**src/rtl/processador_pkg.sv**
```systemverilog
// Shared definitions for the 8-bit single-cycle processor:
// FSM state encodings, default widths and ALU operation codes.
package processador_pkg;

    localparam int LARGURA_PC_PADRAO   = 8;
    localparam int LARGURA_CONT_PADRAO = 16;

    typedef enum logic [1:0] {
        OCIOSO  = 2'b00,
        EXECUTA = 2'b01,
        PARADO  = 2'b10
    } estado_t;

    typedef enum logic [2:0] {
        ULA_SOMA = 3'd0,
        ULA_SUB  = 3'd1,
        ULA_AND  = 3'd2,
        ULA_OR   = 3'd3,
        ULA_XOR  = 3'd4,
        ULA_SLT  = 3'd5,
        ULA_COMP = 3'd6
    } op_ula_t;

endpackage

```
**src/rtl/unidade_pc_if.sv**
```systemverilog
// Control/ALU inputs and PC-stage outputs of unidade_pc.
// The master side (control unit) drives controls; the slave is the stage.
interface unidade_pc_if #(
    parameter int LARGURA_PC   = 8,
    parameter int LARGURA_CONT = 16
);
    logic                    iniciar;
    logic                    stall;
    logic                    desvio_beq;
    logic                    desvio_bne;
    logic                    salto;
    logic                    chamada;
    logic                    retorno;
    logic                    parada;
    logic [LARGURA_PC-1:0]   imediato;
    logic [LARGURA_PC-1:0]   alvo;
    logic                    saida_comp;
    logic [LARGURA_PC-1:0]   pc;
    logic                    pc_valido;
    logic [LARGURA_PC-1:0]   link;
    logic [LARGURA_CONT-1:0] contador_instr;
    logic [1:0]              estado;

    modport master (
        output iniciar, stall, desvio_beq, desvio_bne,
        output salto, chamada, retorno, parada,
        output imediato, alvo, saida_comp,
        input  pc, pc_valido, link, contador_instr, estado
    );

    modport slave (
        input  iniciar, stall, desvio_beq, desvio_bne,
        input  salto, chamada, retorno, parada,
        input  imediato, alvo, saida_comp,
        output pc, pc_valido, link, contador_instr, estado
    );
endinterface

```
**src/rtl/somador_desvio.sv**
```systemverilog
// Sequential and branch-target adders for the PC stage.
// imediato has the PC width, so its sign extension is the identity.
module somador_desvio #(
    parameter int LARGURA_PC = 8
) (
    input  logic [LARGURA_PC-1:0] pc,
    input  logic [LARGURA_PC-1:0] imediato,
    output logic [LARGURA_PC-1:0] pc_mais1,
    output logic [LARGURA_PC-1:0] pc_desvio
);
    assign pc_mais1  = pc + LARGURA_PC'(1);
    assign pc_desvio = pc_mais1 + imediato;
endmodule

```
**src/rtl/unidade_pc.sv**
```systemverilog
// Program counter, branch resolution, call/return link,
// halt control and saturating retired-instruction counter.
module unidade_pc
    import processador_pkg::*;
#(
    parameter int LARGURA_PC   = LARGURA_PC_PADRAO,
    parameter int LARGURA_CONT = LARGURA_CONT_PADRAO,
    parameter int PC_INICIAL   = 0
) (
    input logic         clock,
    input logic         reset_n,
    unidade_pc_if.slave bus
);
    localparam logic [LARGURA_PC-1:0] PC_INI =
        LARGURA_PC'(PC_INICIAL);

    estado_t                 estado_q, estado_d;
    logic [LARGURA_PC-1:0]   pc_q, pc_d;
    logic [LARGURA_PC-1:0]   link_q, link_d;
    logic [LARGURA_CONT-1:0] cont_q, cont_d;
    logic [LARGURA_PC-1:0]   pc_mais1, pc_desvio;
    logic                    tomado;

    somador_desvio #(.LARGURA_PC(LARGURA_PC)) u_somador (
        .pc        (pc_q),
        .imediato  (bus.imediato),
        .pc_mais1  (pc_mais1),
        .pc_desvio (pc_desvio)
    );

    assign tomado = (bus.desvio_beq & bus.saida_comp) |
                    (bus.desvio_bne & ~bus.saida_comp);

    always_ff @(posedge clock or negedge reset_n) begin
        if (!reset_n) begin
            estado_q <= OCIOSO;
            pc_q     <= PC_INI;
            link_q   <= '0;
            cont_q   <= '0;
        end else begin
            estado_q <= estado_d;
            pc_q     <= pc_d;
            link_q   <= link_d;
            cont_q   <= cont_d;
        end
    end

    always_comb begin
        estado_d = estado_q;
        pc_d     = pc_q;
        link_d   = link_q;
        cont_d   = cont_q;
        case (estado_q)
            OCIOSO: begin
                pc_d = PC_INI;
                if (bus.iniciar) estado_d = EXECUTA;
            end
            EXECUTA: begin
                if (!bus.stall) begin
                    if (cont_q != '1) cont_d = cont_q + 1'b1;
                    if (bus.parada) begin
                        estado_d = PARADO;
                    end else if (bus.retorno) begin
                        pc_d = link_q;
                    end else if (bus.chamada) begin
                        link_d = pc_mais1;
                        pc_d   = bus.alvo;
                    end else if (bus.salto) begin
                        pc_d = bus.alvo;
                    end else if (tomado) begin
                        pc_d = pc_desvio;
                    end else begin
                        pc_d = pc_mais1;
                    end
                end
            end
            PARADO: begin
                if (bus.iniciar) begin
                    estado_d = EXECUTA;
                    pc_d     = PC_INI;
                    link_d   = '0;
                    cont_d   = '0;
                end
            end
            default: estado_d = OCIOSO;
        endcase
    end

    assign bus.pc             = pc_q;
    assign bus.link           = link_q;
    assign bus.contador_instr = cont_q;
    assign bus.estado         = estado_q;
    assign bus.pc_valido      = (estado_q == EXECUTA);
endmodule

```
**src/flat_wrapper.sv**
```systemverilog
// flat-port wrapper written by rule: the top's interface ports become plain ports
module unidade_pc_flat import processador_pkg::*;
#(
    parameter int LARGURA_PC   = LARGURA_PC_PADRAO,
    parameter int LARGURA_CONT = LARGURA_CONT_PADRAO,
    parameter int PC_INICIAL   = 0
)
  (clock, reset_n, bus_iniciar, bus_stall, bus_desvio_beq, bus_desvio_bne, bus_salto, bus_chamada, bus_retorno, bus_parada, bus_imediato, bus_alvo, bus_saida_comp, bus_pc, bus_pc_valido, bus_link, bus_contador_instr, bus_estado);
  unidade_pc_if #(.LARGURA_PC(LARGURA_PC), .LARGURA_CONT(LARGURA_CONT)) bus_i ();
  input logic clock;
  input logic reset_n;
  input wire logic [$bits(bus_i.iniciar)-1:0] bus_iniciar;
  input wire logic [$bits(bus_i.stall)-1:0] bus_stall;
  input wire logic [$bits(bus_i.desvio_beq)-1:0] bus_desvio_beq;
  input wire logic [$bits(bus_i.desvio_bne)-1:0] bus_desvio_bne;
  input wire logic [$bits(bus_i.salto)-1:0] bus_salto;
  input wire logic [$bits(bus_i.chamada)-1:0] bus_chamada;
  input wire logic [$bits(bus_i.retorno)-1:0] bus_retorno;
  input wire logic [$bits(bus_i.parada)-1:0] bus_parada;
  input wire logic [$bits(bus_i.imediato)-1:0] bus_imediato;
  input wire logic [$bits(bus_i.alvo)-1:0] bus_alvo;
  input wire logic [$bits(bus_i.saida_comp)-1:0] bus_saida_comp;
  output wire logic [$bits(bus_i.pc)-1:0] bus_pc;
  output wire logic [$bits(bus_i.pc_valido)-1:0] bus_pc_valido;
  output wire logic [$bits(bus_i.link)-1:0] bus_link;
  output wire logic [$bits(bus_i.contador_instr)-1:0] bus_contador_instr;
  output wire logic [$bits(bus_i.estado)-1:0] bus_estado;
  assign bus_i.iniciar = bus_iniciar;
  assign bus_i.stall = bus_stall;
  assign bus_i.desvio_beq = bus_desvio_beq;
  assign bus_i.desvio_bne = bus_desvio_bne;
  assign bus_i.salto = bus_salto;
  assign bus_i.chamada = bus_chamada;
  assign bus_i.retorno = bus_retorno;
  assign bus_i.parada = bus_parada;
  assign bus_i.imediato = bus_imediato;
  assign bus_i.alvo = bus_alvo;
  assign bus_i.saida_comp = bus_saida_comp;
  assign bus_pc = bus_i.pc;
  assign bus_pc_valido = bus_i.pc_valido;
  assign bus_link = bus_i.link;
  assign bus_contador_instr = bus_i.contador_instr;
  assign bus_estado = bus_i.estado;
  unidade_pc #(.LARGURA_PC(LARGURA_PC), .LARGURA_CONT(LARGURA_CONT), .PC_INICIAL(PC_INICIAL)) u_core (.clock(clock), .reset_n(reset_n), .bus(bus_i));
endmodule
```
**config.mk**
```make
export PLATFORM = sky130hd
export DESIGN_NAME = unidade_pc_flat
export DESIGN_NICKNAME = d
export VERILOG_FILES = /design/src/rtl/processador_pkg.sv /design/src/rtl/unidade_pc_if.sv /design/src/rtl/somador_desvio.sv /design/src/rtl/unidade_pc.sv /design/src/flat_wrapper.sv
export SDC_FILE = /design/constraint.sdc
export NUM_CORES = 1
export LEC_CHECK = 0
export CORE_UTILIZATION = 50
export CTS_BUF_LIST = sky130_fd_sc_hd__clkbuf_8
export CTS_CLUSTER_DIAMETER = 30
export DETAILED_ROUTE_END_ITERATION = 7
export PLACE_DENSITY_LB_ADDON = 0.05
export SYNTH_ARGS = -nofsm -noshare
export SYNTH_HDL_FRONTEND = slang
export SYNTH_SLANG_ARGS = --single-unit
export TNS_END_PERCENT = 10
```
**constraint.sdc**
```tcl
create_clock -name clock -period 3.85 [get_ports clock]
set_clock_uncertainty 0.2 [all_clocks]
set_input_delay 0.77 -clock clock [delete_from_list [all_inputs] [get_ports clock]]
set_output_delay 0.77 -clock clock [all_outputs]
set_load 0.05 [all_outputs]
```
# After elaboration in Yosys (flattened, before gate mapping)
# Index checks and enable logic that the tools add are counted.
[totals]
reg_bits = 34
word_cells = 51
[op_classes]
muxes = 21
n_eq_ne = 11
n_addsub = 3
bitwise_logic = 4
reduce_logical = 8
[op_table]
columns = ["op", "n"]
rows = [
  ["2-to-1 mux 8 bit", 11],
  ["2-to-1 mux 16 bit", 3],
  ["case mux 16 bit (2 select lines)", 1],
  ["case mux 8 bit (3 select lines)", 1],
  ["adder 16 x 1 -> 16 bit, second input constant", 1],
  ["!= test 16 bit, second input constant", 1],
  ["case mux 8 bit (2 select lines)", 1],
  ["!= test 2 bit, second input constant", 6],
  ["adder 8 x 1 -> 8 bit, second input constant", 1],
  ["adder 8 bit", 1],
  ["AND reduction 4 bit", 2],
  ["2-to-1 mux 2 bit", 3],
  ["AND reduction 6 bit", 1],
  ["!= test 2 x 1 -> 1 bit, second input constant", 2],
  ["case mux 2 bit (2 select lines)", 1],
  ["AND reduction 3 bit", 1],
  ["nonzero test 3 bit", 1],
  ["AND 1 bit", 2],
  ["equality test 2 x 1 -> 1 bit, second input constant", 1],
  ["equality test 2 bit, second input constant", 1],
  ["logical NOT 2 bit", 1],
  ["nonzero test 2 bit", 1],
  ["OR reduction 2 bit", 1],
  ["NOT 1 bit", 1],
  ["bitwise OR 1 bit", 1],
]

# Longest topological paths before layout
[logic_depth]
depth_word = 10
mapped_depth = 10

# Modules after synthesis
# A second synthesis with hierarchy kept.
[unflattened]
hier_cells = 263
hier_area_um2 = 2404.8
[modules_own_cells]
columns = ["module", "area_each_um2", "cells_each", "n_inst"]
rows = [
  ["unidade_pc", 1933.1, 200, 1],
  ["somador_desvio", 471.7, 63, 1],
]

# Worst setup path after synthesis
# No wires, ideal clock.
[synth_timing]
path_type = "reg2reg"
start = "register u_core.pc_q[0], in the netlist u_core.bus.pc[0]"
end = "register u_core.pc_q[6], in the netlist u_core.bus.pc[6]"
setup_slack_ns = 0.766
n_path_buf = 0
synth_period_minus_slack_ns = 3.084
t_arrival_ns = 2.763
setup_ns = 0.122
required_time_ns = 3.528
stages_incl_launch_ff = 11
cell_sequence = "dfrtp_1 -> ha_1 -> nand2_1 -> o21a_1 -> or2_2 -> ha_1 -> inv_1 -> a21oi_1 -> o211ai_1 -> or3b_1 -> a32o_1"
[synth_via]
elab_chain_len = 9
[synth_rtl]
columns = ["item", "line_no", "text"]
rows = [
  ["start: declaration", "unidade_pc.sv:18", "logic [LARGURA_PC-1:0] pc_q, pc_d;"],
  ["start signal: assignment", "unidade_pc.sv:42", "pc_q <= pc_d;"],
  ["adder 8 x 1 -> 8 bit (*)", "somador_desvio.sv:11", "assign pc_mais1 = pc + LARGURA_PC'(1);"],
  ["adder 8 bit", "somador_desvio.sv:12", "assign pc_desvio = pc_mais1 + imediato;"],
  ["2-to-1 mux 8 bit (*)", "unidade_pc.sv:70", "end else if (tomado) begin"],
  ["2-to-1 mux 8 bit (*)", "unidade_pc.sv:68", "end else if (bus.salto) begin"],
  ["2-to-1 mux 8 bit (*)", "unidade_pc.sv:65", "end else if (bus.chamada) begin"],
  ["2-to-1 mux 8 bit (*)", "unidade_pc.sv:63", "end else if (bus.retorno) begin"],
  ["2-to-1 mux 8 bit (*)", "unidade_pc.sv:61", "if (bus.parada) begin"],
  ["2-to-1 mux 8 bit (*)", "unidade_pc.sv:59", "if (!bus.stall) begin"],
  ["case mux 8 bit (3 select lines) (*)", "unidade_pc.sv:53", "case (estado_q)"],
]
# Mark *: on every way between the ends. The rest lies on a longest branch, timed or not. The select of a mux whose other input is x is not followed.
# A chain may end at the register's enable or synchronous reset.

# Worst setup path after layout
[layout_timing]
start = "register u_core.pc_q[0], in the netlist u_core.bus.pc[0]"
end = "register u_core.pc_q[7], in the netlist u_core.bus.pc[7]"
# The elaborated chain is that of the path after synthesis.

==> results.txt <==
wire per inst: 15.5 um
Vert. Die Dim: 71.3 um
Initial Utilization: 53.6%
Post-Syn Instances: 264
first-pass GRT wire length: 9960 um
Primary FF master, synth: dfrtp_1
peak supply drop: 0.416 mV
peak per-stage delay on the critical path: 0.48 ns
setup bufs post-CTS: 0
CP startpoint kind: flop
PwrDens: 442 mW/mm^2
# diodes: 0
DR iter-0 viols: 182
overflow left after global routing: 0
Hold Slack: 0.307 ns
depth of the CTS H-tree: 2
GRT Total Usage: 25.2%
critical path's slowest cell: dfrtp_1
largest net degree at the start of global routing: 35
DR pass1 iterations: 7
fill cell count: 372
Worst-path clk slew: 0.07 ns
CP Class: flop to flop
Final Wtd Congestion: 0.873
DRC: 6
critical path data required time: 3.82 ns
Final Util: 69.6%
Max-Slew Margin vs Limit: 49.4%
CTS Hold Bufs: 0
RSZ-0062 raised after global routing: false
total clock buffers created by CTS: 5
setup tns final: 0 ns
number of gates resized after CTS: 0
Final min period: 2.96 ns
Layout Nets: 361
post-synthesis instance area: 0.00240 sq mm
FF+latch count, synth: 34
CTS tree: done
Critical Path Fanout Max: 8
Post-synth EDFFs: 0
DP HPWL: 4290 um
num rows: 24
CORE AREA: 0.00447 sq mm
violated checks: design-rule violations
syn_nets: 301
Synth-to-Final Area Change: 29.8%
number of global-route vias before repair: 2048
Worst-Margin Slew: 0.757 ns
count of final setup violators: 0
initial antenna violation count: 0
post-synthesis sequential area ratio: 35.5%
# IOs: 62
clock buffer depth: 2
Die ar.: 0.00508 sq mm
crit path cell chain: ha_1 -> nand2_1 -> o21a_1 -> or2_2 -> ha_1 -> a21o_1 -> a221oi_1 -> o31a_1 -> a211o_1 -> nand3_1
count of final hold-check violations: 0
Root Driver: clkbuf_8
status: complete, but fails checks
Final Cycle Share: 76.9%
post-synthesis async set-or-reset flop share: 100%
CP arrival: 2.93 ns
worst skew pair latency: 0.29 ns
Cell variety after synth: 57
Leakage Power: 1.29 nW
Worst Setup End Kind: flop
port buffer count: 61
most used cell, CP: ha_1
routed vias: 2213
fraction of layout cells with a size suffix above 1: 8.31%
HP Class: flop to flop
Final Max Tran Viols: 0
width of the die: 71.3 um
ANT nets after route: 0
WL final: 5860 um
max cap viols: 0
number of synthesis warnings: 0
TritonCTS Sinks: 34
via-per-instance ratio: 5.87
synthesized area per cell: 9.09 sq um
maximum clock rate: 338 MHz
## synthesized netlist by cell type, drive strengths merged (6+ instances only)
library cell	n	area [sq um]
xor2	8	70.1
buf	6	60.1
clkbuf	6	22.5
o21ai	14	77.6
o31ai	10	75.1
nand2	24	90.1
a21oi	6	30.0
a211oi	10	80.1
nor2	28	105
nand3	10	50.1
dfrtp	34	851
inv	11	41.3
nor3	6	35.0
ha	9	113
xnor2	10	87.6
## path summary, 6_finish.rpt
path	start	to	slack [ns]	cells past startpoint
min in group asynchronous	reset_n	u_core.bus.pc[1]	0.68	2
worst min-delay path	u_core.bus.link[0]	u_core.bus.link[0]	0.31	2
worst min register to register	u_core.bus.link[0]	u_core.bus.link[0]	0.31	2
worst max register to register	u_core.bus.pc[0]	u_core.bus.pc[7]	0.89	10
worst max-delay path	u_core.bus.pc[0]	u_core.bus.pc[7]	0.89	10
max in group asynchronous	reset_n	u_core.bus.link[5]	2.45	2
## power breakdown
part	leakage (nW)	internal [mW]	switching [mW]
registers	0.460	0.412	0.0701
logic	0.779	0.229	0.392
clock network	0.0524	0.142	0.132
total	1.29	0.783	0.594
## logic make-up (layout without fill, tap and decap cells)
group           after synthesis  after routing  share of synthesized area [%]
buf+inv                      23             84                           5.16
mux                           3              3                           1.36
compound gates               78             78                           25.2
xor+xnor                     18             18                           6.57
flops                        34             34                           35.5
simple gates                 98             98                           20.7
fa+ha+maj                    10             10                           5.53
## routing by layer
| metal | track usage [%] | vias up | wire length [um] |
|---|---|---|---|
| met4 | 10.9 | 0 | 70 |
| met1 | 37.3 | 1033 | 2970 |
| li1 | - | 1104 | - |
| met3 | 6.05 | 8 | 364 |
| met2 | 34.9 | 68 | 2460 |
| met5 | 0 | - | 0 |
## stage by stage
step / area (sq um) / total power [mW] / worst slack [ns] / instances
3_5_place_dp: 3020 / 1.11 / 0.585 / 369
6_report: 3110 / 1.38 / 0.889 / 377
3_3_place_gp: 3020 / 1.10 / 0.654 / 369
2_1_floorplan: 2400 / 0.900 / 0.766 / 264
4_1_cts: 3110 / 1.38 / 0.899 / 377
5_1_grt: 3110 / 1.45 / 0.665 / 377
## area by class of cell
class | count | area, sq um | area share, %
Sequential cell | 34 | 851 | 27.3
Timing Repair Buffer | 65 | 641 | 20.6
Multi-Input combinational cell | 207 | 1430 | 45.8
Clock buffer | 6 | 82.6 | 2.65
Clock inverter | 2 | 8.76 | 0.281
Tap cell | 52 | 65.1 | 2.09
Inverter | 11 | 41.3 | 1.33
## critical path: cells and delay by family (launching register included)
kind	cells	cell delay, ns
AOI/OAI and AO/OA	5	1.07
DFF	1	0.48
and+or+nand+nor	3	0.47
adders and majority gates	2	0.62
## cells in the final DEF (no fill, tap or decap), types with 2 or more instances in the layout
cell type,n
nor2b_1,3
o32ai_1,2
a22o_1,4
nand3_1,10
and3_2,2
nor4_1,2
clkbuf_8,6
nand4_1,4
o31ai_1,10
xor2_1,8
inv_1,12
o31a_1,2
or2_2,2
clkdlybuf4s50_1,61
o211ai_1,5
mux2_2,2
buf_4,4
o21a_1,3
nand2_1,24
a2111oi_2,2
nand2b_1,5
or2_1,2
o21ai_0,12
o2111ai_1,2
and4_1,2
a21o_1,3
a211oi_1,9
xnor2_1,10
a22oi_1,2
o21ai_2,2
a211o_1,2
a32o_1,2
ha_1,9
nor3_1,5
a32oi_1,2
nor2_1,28
a21oi_1,6
dfrtp_1,34
## registers in the layout (all words and copies together), names as in the netlist
signal / count
u_core.bus.contador_instr: 16
u_core.bus.link: 8
u_core.bus.pc: 8
u_core.bus.estado: 2
(Power assumes the default switching activity.)
